===== src/rtl/result_display_pkg.sv =====
// result_display_pkg: shared types and constants for the result display.
// Holds the FSM state enum, display geometry and active-low segment codes.
package result_display_pkg;

    typedef enum logic {
        ST_IDLE,
        ST_SHIFT
    } state_t;

    localparam int NUM_POS    = 6;
    localparam int NUM_DIGITS = 5;

    // Segment order {g,f,e,d,c,b,a}, active-low
    localparam logic [6:0] SEG_BLANK = 7'b1111111;
    localparam logic [6:0] SEG_MINUS = 7'b0111111;

    localparam logic [6:0] SEG_D0 = 7'b1000000;
    localparam logic [6:0] SEG_D1 = 7'b1111001;
    localparam logic [6:0] SEG_D2 = 7'b0100100;
    localparam logic [6:0] SEG_D3 = 7'b0110000;
    localparam logic [6:0] SEG_D4 = 7'b0011001;
    localparam logic [6:0] SEG_D5 = 7'b0010010;
    localparam logic [6:0] SEG_D6 = 7'b0000010;
    localparam logic [6:0] SEG_D7 = 7'b1111000;
    localparam logic [6:0] SEG_D8 = 7'b0000000;
    localparam logic [6:0] SEG_D9 = 7'b0010000;

endpackage


===== src/rtl/seg7_decoder.sv =====
// seg7_decoder: 4-bit digit to active-low seven-segment pattern.
// Ports: i_digit (0..15), o_seg {g,f,e,d,c,b,a}; codes 10..15 are blank.
module seg7_decoder
    import result_display_pkg::*;
(
    input  logic [3:0] i_digit,
    output logic [6:0] o_seg
);

    always_comb begin
        o_seg = SEG_BLANK;
        case (i_digit)
            4'd0:    o_seg = SEG_D0;
            4'd1:    o_seg = SEG_D1;
            4'd2:    o_seg = SEG_D2;
            4'd3:    o_seg = SEG_D3;
            4'd4:    o_seg = SEG_D4;
            4'd5:    o_seg = SEG_D5;
            4'd6:    o_seg = SEG_D6;
            4'd7:    o_seg = SEG_D7;
            4'd8:    o_seg = SEG_D8;
            4'd9:    o_seg = SEG_D9;
            default: o_seg = SEG_BLANK;
        endcase
    end

endmodule


===== src/rtl/result_display.sv =====
// result_display: captures the ALU result, converts it to BCD by
// sequential double-dabble and scans it onto a 6-position 7-seg display.
// Ports: clk, rst (async high), load/neg/result in; bcd, sign, busy,
// done, an (active-low position enables), seg (active-low segments) out.
module result_display
    import result_display_pkg::*;
#(
    parameter int unsigned SCAN_DIV = 1000
) (
    input  logic        clk,
    input  logic        rst,
    input  logic        load,
    input  logic        neg,
    input  logic [15:0] result,
    output logic [19:0] bcd,
    output logic        sign,
    output logic        busy,
    output logic        done,
    output logic [5:0]  an,
    output logic [6:0]  seg
);

    state_t      r_state;
    state_t      w_next;
    logic [15:0] r_shift;
    logic [19:0] r_work;
    logic [3:0]  r_cnt;
    logic        r_pend;
    logic [19:0] r_bcd;
    logic        r_sign;
    logic        r_done;
    logic [15:0] r_presc;
    logic [2:0]  r_idx;

    logic [19:0] w_adj;
    logic [19:0] w_work_nxt;
    logic        w_last;
    logic [3:0]  w_digit;
    logic        w_blank;
    logic [6:0]  w_dec;

    // Add-3 correction happens before the shift so no nibble exceeds 9
    always_comb begin
        w_adj = r_work;
        for (int i = 0; i < NUM_DIGITS; i++) begin
            if (r_work[4*i +: 4] >= 4'd5)
                w_adj[4*i +: 4] = r_work[4*i +: 4] + 4'd3;
        end
    end

    assign w_work_nxt = {w_adj[18:0], r_shift[15]};
    assign w_last     = (r_cnt == 4'd15);

    always_comb begin
        w_next = r_state;
        case (r_state)
            ST_IDLE:  if (load)   w_next = ST_SHIFT;
            ST_SHIFT: if (w_last) w_next = ST_IDLE;
            default:              w_next = ST_IDLE;
        endcase
    end

    always_ff @(posedge clk or posedge rst) begin
        if (rst) r_state <= ST_IDLE;
        else     r_state <= w_next;
    end

    always_ff @(posedge clk or posedge rst) begin
        if (rst) begin
            r_shift <= '0;
            r_work  <= '0;
            r_cnt   <= '0;
            r_pend  <= 1'b0;
            r_bcd   <= '0;
            r_sign  <= 1'b0;
            r_done  <= 1'b0;
        end else begin
            r_done <= 1'b0;
            case (r_state)
                ST_IDLE: begin
                    if (load) begin
                        r_shift <= result;
                        r_pend  <= neg;
                        r_work  <= '0;
                        r_cnt   <= '0;
                    end
                end
                ST_SHIFT: begin
                    r_work  <= w_work_nxt;
                    r_shift <= {r_shift[14:0], 1'b0};
                    r_cnt   <= r_cnt + 4'd1;
                    // Final iteration publishes straight from the shifter
                    if (w_last) begin
                        r_bcd  <= w_work_nxt;
                        r_sign <= r_pend;
                        r_done <= 1'b1;
                    end
                end
                default: ;
            endcase
        end
    end

    // Free-running scan, independent of the converter
    always_ff @(posedge clk or posedge rst) begin
        if (rst) begin
            r_presc <= '0;
            r_idx   <= '0;
        end else if (r_presc == 16'(SCAN_DIV - 1)) begin
            r_presc <= '0;
            if (r_idx == 3'(NUM_POS - 1)) r_idx <= '0;
            else                          r_idx <= r_idx + 3'd1;
        end else begin
            r_presc <= r_presc + 16'd1;
        end
    end

    // A digit blanks when it and every higher digit are zero
    always_comb begin
        w_digit = r_bcd[3:0];
        w_blank = 1'b0;
        case (r_idx)
            3'd0: w_digit = r_bcd[3:0];
            3'd1: begin
                w_digit = r_bcd[7:4];
                w_blank = (r_bcd[19:4] == 16'd0);
            end
            3'd2: begin
                w_digit = r_bcd[11:8];
                w_blank = (r_bcd[19:8] == 12'd0);
            end
            3'd3: begin
                w_digit = r_bcd[15:12];
                w_blank = (r_bcd[19:12] == 8'd0);
            end
            3'd4: begin
                w_digit = r_bcd[19:16];
                w_blank = (r_bcd[19:16] == 4'd0);
            end
            default: w_blank = 1'b1;
        endcase
    end

    seg7_decoder u_dec (
        .i_digit (w_digit),
        .o_seg   (w_dec)
    );

    always_comb begin
        seg = w_dec;
        if (r_idx == 3'(NUM_POS - 1))
            seg = r_sign ? SEG_MINUS : SEG_BLANK;
        else if (w_blank)
            seg = SEG_BLANK;
    end

    assign an   = ~(6'b000001 << r_idx);
    assign bcd  = r_bcd;
    assign sign = r_sign;
    assign busy = (r_state == ST_SHIFT);
    assign done = r_done;

endmodule


===== config.mk =====
export PLATFORM = sky130hd
export DESIGN_NAME = result_display
export DESIGN_NICKNAME = d
export VERILOG_FILES = /design/src/rtl/result_display_pkg.sv /design/src/rtl/seg7_decoder.sv /design/src/rtl/result_display.sv
export SDC_FILE = /design/constraint.sdc
export NUM_CORES = 1
export LEC_CHECK = 0
export CAP_MARGIN = 20
export CORE_ASPECT_RATIO = 0.8
export CORE_MARGIN = 5
export CORE_UTILIZATION = 35
export DETAILED_ROUTE_END_ITERATION = 8
export PLACE_DENSITY_LB_ADDON = 0.05
export SLEW_MARGIN = 5
export SYNTH_ARGS = -nofsm -noshare
export SYNTH_HDL_FRONTEND = slang
export SYNTH_HIERARCHICAL = 1
export SYNTH_SLANG_ARGS = --single-unit

===== constraint.sdc =====
create_clock -name clk -period 4 [get_ports clk]
set_input_delay 0.8 -clock clk [delete_from_list [all_inputs] [get_ports clk]]
set_output_delay 0.8 -clock clk [all_outputs]
set_load 0.1 [all_outputs]

==> impl_metrics.prom, run 1 <==
# TYPE chip_impl_metric gauge
chip_impl_info{name="run_status",value="finished clean"} 1
chip_impl_metric{name="synth_xor_area_share",unit="%"} 4.18
chip_impl_metric{name="cp_max_fo",unit=""} 11
chip_impl_metric{name="synth_compound_gate_area_share",unit="%"} 12.7
chip_impl_metric{name="synthesis.instances",unit=""} 478
chip_impl_metric{name="chipWidth",unit="µm"} 138
chip_impl_metric{name="maxSlewViolCount",unit=""} 0
chip_impl_metric{name="placement.setup.worst_slack",unit="ns"} 0.482
chip_impl_info{name="worst-setup-path-type",value="flop to output port"} 1
chip_impl_metric{name="adder_and_majority_cell_fraction_of_the_synthesized_area",unit="%"} 4.91
chip_impl_metric{name="final_core_area_utilization",unit="%"} 44.2
chip_impl_metric{name="layout-drive-gt1-share",unit="%"} 13.0
chip_impl_metric{name="routedWlPerCell",unit="µm"} 15.0
chip_impl_metric{name="synth.area.mux_share",unit="%"} 8.24
chip_impl_metric{name="num_io_pins",unit=""} 56
chip_impl_metric{name="row_count",unit=""} 37
chip_impl_metric{name="antenna_diodes",unit=""} 0
chip_impl_metric{name="cp_data_required_time",unit="ns"} 3.20
chip_impl_metric{name="first_global_vias",unit=""} 3568
chip_impl_metric{name="fin_skew",unit="ns"} 0.0139
chip_impl_metric{name="clock_sink_count",unit=""} 83
chip_impl_metric{name="first_pass_iters",unit=""} 4
chip_impl_metric{name="synth.lib_cells_used.distinct",unit=""} 50
chip_impl_metric{name="fin_crit_sh",unit="%"} 92.3
chip_impl_metric{name="yosys_register_bits",unit=""} 83
chip_impl_metric{name="synth_async_sr_flop_share",unit="%"} 100
chip_impl_metric{name="arrival",unit="ns"} 2.89
chip_impl_info{name="crit_path_cell_trace",value="and2_1 -> ha_1 -> nand2_1 -> o21ai_0 -> o22ai_1 -> o21ai_1 -> buf_4 -> inv_1 -> ha_1 -> or2_1 -> a21oi_1 -> nor2_1 -> nor2_1 -> nand2_1 -> buf_12"} 1
chip_impl_metric{name="clkSlewWorstSetupHoldPaths",unit="ns"} 0.07
chip_impl_info{name="timing.critical_path.slowest_stage_cell",value="dfrtp_2"} 1
chip_impl_metric{name="die_ar",unit="µm²"} 15500
chip_impl_info{name="cts_tree",value="yes"} 1
chip_impl_metric{name="layout_setup_ws",unit="ns"} 0.307
chip_impl_metric{name="synth-warning-count",unit=""} 6
chip_impl_metric{name="drt_drc_violations_left",unit=""} 0
chip_impl_metric{name="grt.overflow.total",unit=""} 0
chip_impl_metric{name="post_synth_and_or_nand_nor_area_fraction",unit="%"} 19.9
chip_impl_metric{name="detail_route.vias_per_cell",unit=""} 4.91
chip_impl_metric{name="insertion_delay",unit="ns"} 0.34
chip_impl_metric{name="port-buffer-count",unit=""} 55
chip_impl_metric{name="floorplan.initialDensity",unit="%"} 35.6
chip_impl_metric{name="worst_slew_margin_rel",unit="%"} 34.1
chip_impl_metric{name="setup_viol_count_final",unit=""} 0
chip_impl_metric{name="wire_length_of_the_first_global_routing_pass",unit="µm"} 18200
chip_impl_metric{name="synth.yosys.seq_area_share",unit="%"} 45.3
chip_impl_metric{name="hpwl",unit="µm"} 7870
chip_impl_metric{name="area_delta_synth_final",unit="%"} 24.1
chip_impl_metric{name="post_cts.repair.setup_buffers",unit=""} 0
chip_impl_info{name="end_kind",value="output port"} 1
chip_impl_metric{name="totalWireLength",unit="µm"} 10700
chip_impl_metric{name="setup_total_negative_slack",unit="ns"} 0
chip_impl_metric{name="timing.final.crit_period",unit="ns"} 3.69
chip_impl_metric{name="fp.dieH",unit="µm"} 112
chip_impl_metric{name="max-clock-path-buffers",unit=""} 2
chip_impl_metric{name="syn_nets",unit=""} 516
chip_impl_info{name="worstSetupStartpointType",value="flop"} 1
chip_impl_info{name="synthFlopType",value="dfrtp_1"} 1
chip_impl_metric{name="via_count",unit=""} 3512
chip_impl_metric{name="drt-initial-drc-count",unit=""} 267
chip_impl_metric{name="ff2ff_setup_slack",unit="ns"} 1.90
chip_impl_metric{name="max_freq",unit="MHz"} 271
chip_impl_metric{name="max_cap_viol_count",unit=""} 0
chip_impl_metric{name="finalHoldWorstSlack",unit="ns"} 0.479
chip_impl_metric{name="global_route.usage.total",unit="%"} 14.8
chip_impl_metric{name="holdBufCountCts",unit=""} 0
chip_impl_info{name="cell_family_with_the_largest_share_of_critical_path_delay",value="simple AND/OR/NAND/NOR gates"} 1
chip_impl_metric{name="globalplace.congestion",unit=""} 0.783
chip_impl_metric{name="drt.antenna.violating_nets",unit=""} 0
chip_impl_metric{name="grt_start_max_net_pins",unit=""} 52
chip_impl_metric{name="core_area",unit="µm²"} 12900
chip_impl_metric{name="final_hold_viol_count",unit=""} 0
chip_impl_metric{name="synth.avg_cell_area",unit="µm²"} 9.59
chip_impl_metric{name="number_of_enable_type_register_cells_in_the_synthesized_netlist",unit=""} 0
chip_impl_metric{name="peak_per_stage_delay_on_the_critical_path",unit="ns"} 0.45
chip_impl_info{name="clock_tree.root_cell",value="clkbuf_16"} 1
chip_impl_metric{name="final_nets",unit=""} 574
chip_impl_info{name="hold_class",value="flop to flop"} 1
chip_impl_metric{name="antenna_violations_before_repair",unit=""} 0
chip_impl_metric{name="pin_slew_with_the_least_headroom_to_its_limit",unit="ns"} 0.985
chip_impl_metric{name="layout.filler_cells",unit=""} 1274
chip_impl_metric{name="h-tree-depth",unit=""} 3
chip_impl_metric{name="critical_path.n_buffers_inverters",unit=""} 3
chip_impl_info{name="combinational_family_with_the_most_area_after_synthesis",value="simple AND/OR/NAND/NOR gates"} 1
chip_impl_info{name="unrepaired_setup_endpoints_after_global_routing",value="false"} 1
chip_impl_metric{name="synth_area",unit="µm²"} 4580
chip_impl_metric{name="numCtsBuffers",unit=""} 9
final cells by class:
cell class                      count  area [µm²]  share of cell area [%]
Multi-Input combinational cell    349        2300                    40.5
Sequential cell                    83        2080                    36.6
Timing Repair Buffer               67         693                    12.2
Clock buffer                       11         243                    4.27
Tap cell                          175         219                    3.85
Inverter                           26        98.8                    1.74
Clock inverter                      4        51.3                   0.902
cells in the mapped netlist (2+ instances only):
cell type	number	area share [%]
a21o_1	5	0.82
a21oi_1	19	2.1
a21oi_2	5	0.96
and3_1	4	0.55
and4_4	2	0.49
buf_2	10	1.1
buf_4	2	0.33
clkbuf_1	6	0.49
dfrtp_1	83	45
ha_1	18	4.9
inv_1	25	2.0
mux2_2	6	1.5
mux2i_1	31	6.8
nand2_1	71	5.8
nand2b_1	18	2.5
nand3_1	13	1.4
nand4_1	4	0.55
nor2_1	24	2.0
nor2b_1	2	0.27
nor3_1	2	0.22
nor3b_1	19	3.1
nor4_1	4	0.55
o21ai_0	54	5.9
o221ai_1	4	0.76
o22ai_1	4	0.55
xnor2_1	13	2.5
xor2_1	7	1.3
sequential cells by signal, indices dropped and copies added (netlist names):
register  count
r_pend        1
r_cnt         4
bcd          20
sign          1
r_shift      16
done          1
r_idx         3
r_presc      16
r_work       20
busy          1
per-stage QoR:
stage,std cells,instance area (µm²)
2_1_floorplan,478,4590
3_3_place_gp,700,5390
3_5_place_dp,700,5390
4_1_cts,715,5680
5_1_grt,715,5690
6_report,715,5690
worst min-delay path, stage by stage, from the launching register on:
cell	delay, ns
dfrtp_1	0.35
nand2_1	0.05
o21ai_0	0.06
cells by family (layout without fill, tap and decap cells):
logic type	after synthesis	in the layout
AO/OA/AOI/OAI	99	99
buffers and inverters	46	108
adder cells (fa/ha/maj)	18	18
XOR/XNOR	21	21
flip-flops	83	83
AND/OR/NAND/NOR	174	174
multiplexers	37	37
metal layers:
metal / GRT usage [%] / share of wire, %
met3: 3.54 / 3.8
met5: 0 / 0
met4: 3.75 / 0.79
met1: 21.3 / 50
met2: 22.4 / 45
layout by cell type (no fill, tap or decap), types with 3 or more instances in the layout:
| master | synthesis | final |
|---|---|---|
| buf_12 | 1 | 7 |
| nor4_1 | 4 | 4 |
| o22ai_1 | 4 | 4 |
| o221ai_1 | 4 | 4 |
| xor2_1 | 7 | 7 |
| a21o_1 | 5 | 5 |
| mux2_2 | 6 | 6 |
| nor2_1 | 24 | 24 |
| dfrtp_2 | 0 | 3 |
| ha_1 | 18 | 18 |
| nand3_1 | 13 | 13 |
| nor3b_1 | 19 | 19 |
| a21oi_1 | 19 | 18 |
| xnor2_1 | 13 | 13 |
| buf_4 | 2 | 19 |
| nand2b_1 | 18 | 18 |
| a21oi_2 | 5 | 5 |
| o21ai_0 | 54 | 52 |
| nand4_1 | 4 | 4 |
| inv_1 | 25 | 24 |
| dfrtp_1 | 83 | 80 |
| mux2i_1 | 31 | 31 |
| clkbuf_16 | 0 | 9 |
| nand2_1 | 71 | 71 |
| clkdlybuf4s50_1 | 0 | 41 |
| and3_1 | 4 | 4 |
path summary, 6_finish.rpt:
kind                             from         end  cells after the start
min                        r_shift[7]  r_shift[8]                      2
max                          r_idx[0]      seg[3]                     15
max in group asynchronous         rst    r_idx[0]                      3
max reg2reg                      busy     bcd[10]                      4
min in group asynchronous         rst  r_presc[0]                      2
min reg2reg                r_shift[7]  r_shift[8]                      2
repair_timing:
item | CTS | global route
endpoints found under the hold margin | 0 | 0
endpoints found under the setup margin | 0 | 6
resized for setup | 0 | 4
Power of run 1 is not shown: default switching activity piles up to over one toggle a cycle in this logic, so the estimate is an artifact.
==> run 2: changes to the inputs <==
--- a/config.mk
+++ b/config.mk
@@ -9,6 +9,7 @@
 export CORE_ASPECT_RATIO = 0.8
 export CORE_MARGIN = 5
 export CORE_UTILIZATION = 35
+export CTS_BUF_LIST = sky130_fd_sc_hd__clkbuf_16
 export DETAILED_ROUTE_END_ITERATION = 8
 export PLACE_DENSITY_LB_ADDON = 0.05
 export SLEW_MARGIN = 5
==> impl_metrics.prom, run 2 (synthesized netlist as in run 1, its figures left out) <==
# TYPE chip_impl_metric gauge
chip_impl_info{name="run_status",value="finished clean"} 1
chip_impl_metric{name="cp_data_required_time",unit="ns"} 3.20
chip_impl_metric{name="arrival",unit="ns"} 2.90
chip_impl_metric{name="final_core_area_utilization",unit="%"} 44.1
chip_impl_metric{name="fin_crit_sh",unit="%"} 92.5
chip_impl_metric{name="wire_length_of_the_first_global_routing_pass",unit="µm"} 18200
chip_impl_info{name="worst-setup-path-type",value="flop to output port"} 1
chip_impl_metric{name="pin_slew_with_the_least_headroom_to_its_limit",unit="ns"} 0.985
chip_impl_metric{name="setup_total_negative_slack",unit="ns"} 0
chip_impl_info{name="crit_path_cell_trace",value="and2_1 -> ha_1 -> nand2_1 -> o21ai_0 -> o22ai_1 -> o21ai_1 -> buf_4 -> inv_1 -> ha_1 -> or2_1 -> a21oi_1 -> nor2_1 -> nor2_1 -> nand2_1 -> buf_12"} 1
chip_impl_info{name="layout_common_cells",value="80 x dfrtp_1, 71 x nand2_1, 52 x o21ai_0"} 1
chip_impl_metric{name="floorplan.initialDensity",unit="%"} 35.6
chip_impl_metric{name="h-tree-depth",unit=""} 3
chip_impl_metric{name="die_ar",unit="µm²"} 15500
chip_impl_info{name="unrepaired_setup_endpoints_after_global_routing",value="false"} 1
chip_impl_info{name="end_kind",value="output port"} 1
chip_impl_metric{name="area_delta_synth_final",unit="%"} 23.9
chip_impl_metric{name="holdBufCountCts",unit=""} 0
chip_impl_info{name="clock_tree.root_cell",value="clkbuf_16"} 1
chip_impl_metric{name="row_count",unit=""} 37
chip_impl_metric{name="detail_route.vias_per_cell",unit=""} 4.91
chip_impl_metric{name="global_route.usage.total",unit="%"} 14.8
chip_impl_metric{name="hpwl",unit="µm"} 7870
chip_impl_metric{name="numCtsBuffers",unit=""} 9
chip_impl_metric{name="dpl.cell_count",unit=""} 700
chip_impl_info{name="grt_most_used_layer",value="met2"} 1
chip_impl_info{name="timing.critical_path.slowest_stage_cell",value="dfrtp_2"} 1
chip_impl_metric{name="grt_util_met1",unit="%"} 21.5
chip_impl_metric{name="num_io_pins",unit=""} 56
chip_impl_metric{name="timing.final.crit_period",unit="ns"} 3.70
chip_impl_metric{name="globalplace.congestion",unit=""} 0.783
chip_impl_metric{name="totalWireLength",unit="µm"} 10800
chip_impl_info{name="worstSetupStartpointType",value="flop"} 1
chip_impl_info{name="cell_family_with_the_largest_share_of_critical_path_delay",value="simple AND/OR/NAND/NOR gates"} 1
chip_impl_metric{name="max_freq",unit="MHz"} 270
chip_impl_metric{name="final_nets",unit=""} 574
chip_impl_metric{name="drt.antenna.violating_nets",unit=""} 0
chip_impl_metric{name="post_cts.repair.setup_buffers",unit=""} 0
chip_impl_metric{name="insertion_delay",unit="ns"} 0.34
chip_impl_metric{name="fin_skew",unit="ns"} 0.0135
chip_impl_metric{name="antenna_violations_before_repair",unit=""} 0
chip_impl_info{name="layout.cells.most_common",value="dfrtp_1"} 1
chip_impl_info{name="hold_class",value="flop to flop"} 1
chip_impl_metric{name="routedWlPerCell",unit="µm"} 15.0
chip_impl_metric{name="clkSlewWorstSetupHoldPaths",unit="ns"} 0.07
chip_impl_metric{name="first_pass_iters",unit=""} 4
chip_impl_metric{name="cp_max_fo",unit=""} 11
chip_impl_metric{name="max-clock-path-buffers",unit=""} 2
chip_impl_metric{name="peak_per_stage_delay_on_the_critical_path",unit="ns"} 0.45
chip_impl_metric{name="fraction_of_met2_tracks_used_by_global_routing",unit="%"} 22.3
chip_impl_metric{name="via_count",unit=""} 3512
chip_impl_metric{name="cts_resized",unit=""} 0
chip_impl_metric{name="critical_path.n_buffers_inverters",unit=""} 3
chip_impl_metric{name="antenna_diodes",unit=""} 0
chip_impl_metric{name="worst_slew_margin_rel",unit="%"} 34.1
chip_impl_metric{name="instances_no_fill",unit=""} 715
chip_impl_metric{name="layout-drive-gt1-share",unit="%"} 12.8
chip_impl_metric{name="fp.dieH",unit="µm"} 112
chip_impl_metric{name="maxSlewViolCount",unit=""} 0
chip_impl_metric{name="grt_start_max_net_pins",unit=""} 52
chip_impl_metric{name="setup_viol_count_final",unit=""} 0
chip_impl_metric{name="drt-initial-drc-count",unit=""} 283
chip_impl_metric{name="clock_sink_count",unit=""} 83
chip_impl_metric{name="grt.overflow.total",unit=""} 0
chip_impl_metric{name="globalRouteMet3Util",unit="%"} 3.54
chip_impl_info{name="cts_tree",value="yes"} 1
chip_impl_metric{name="final_hold_viol_count",unit=""} 0
chip_impl_metric{name="max_cap_viol_count",unit=""} 0
chip_impl_metric{name="chipWidth",unit="µm"} 138
chip_impl_metric{name="drt_drc_violations_left",unit=""} 0
chip_impl_metric{name="core_area",unit="µm²"} 12900
chip_impl_metric{name="port-buffer-count",unit=""} 55
chip_impl_metric{name="first_global_vias",unit=""} 3563
==> run 2: changes by cell type in the layout (fill, tap and decap cells not counted) <==
| cell | before | now |
|---|---|---|
| clkbuf_1 | 1 | 0 |
| clkbuf_8 | 1 | 0 |
| clkinv_1 | 0 | 1 |
| inv_1 | 24 | 25 |
==> run 2: worst paths after layout <==
kind | startpoint | end | slack [ns] | depth (start not counted)
min in group asynchronous | rst | r_presc[0] | 0.92 | 2
worst max register to register | busy | bcd[10] | 1.90 | 4
worst min register to register | r_shift[8] | r_shift[9] | 0.48 | 2
worst max-delay path | r_idx[0] | seg[3] | 0.30 | 15
worst min-delay path | r_shift[8] | r_shift[9] | 0.48 | 2
max in group asynchronous | rst | r_idx[0] | 2.29 | 3
==> run 2: cell type report <==
type / instances / area (µm²)
clock buffer: 9 / 225
clock inverter: 6 / 58.8
fill: 1276 / 7190
inverter: 26 / 98.8
multi-input combinational: 349 / 2300
sequential: 83 / 2080
tap: 175 / 219
timing repair buffer: 67 / 693
==> run 2: metal layers <==
layer,share of wire (%),up-vias
li1,-,1751
met1,50,1696
met2,45,57
met3,3.8,8
met4,0.99,0
met5,0,-
==> run 2: metrics by stage <==
| step | cell area, µm² | worst slack, ns | hold slack (ns) |
|---|---|---|---|
| after detailed placement | 5390 | 0.482 | 0.469 |
| after global routing | 5680 | 0.0128 | 0.511 |
| after floorplan | 4590 | 0.0358 | 0.435 |
| after CTS | 5670 | 0.114 | 0.486 |
| final | 5680 | 0.301 | 0.480 |
| after global placement | 5390 | 0.592 | 0.463 |
==> run 2: worst min-delay path: stages, from the launching register on <==
cell and delay (ns):
dfrtp_1 0.34, nand2_1 0.05, o21ai_0 0.06
Power of run 2 is left out for the same reason.
==> run 3: changes to the inputs <==
--- a/config.mk
+++ b/config.mk
@@ -12,6 +12,7 @@
 export CTS_BUF_LIST = sky130_fd_sc_hd__clkbuf_16
 export DETAILED_ROUTE_END_ITERATION = 8
 export PLACE_DENSITY_LB_ADDON = 0.05
+export SKIP_CTS_REPAIR_TIMING = 1
 export SLEW_MARGIN = 5
 export SYNTH_ARGS = -nofsm -noshare
 export SYNTH_HDL_FRONTEND = slang
==> results of run 3 <==
The final DEF is identical to that of run 2; final timing and power are the same.
Power of run 3 is left out for the same reason.
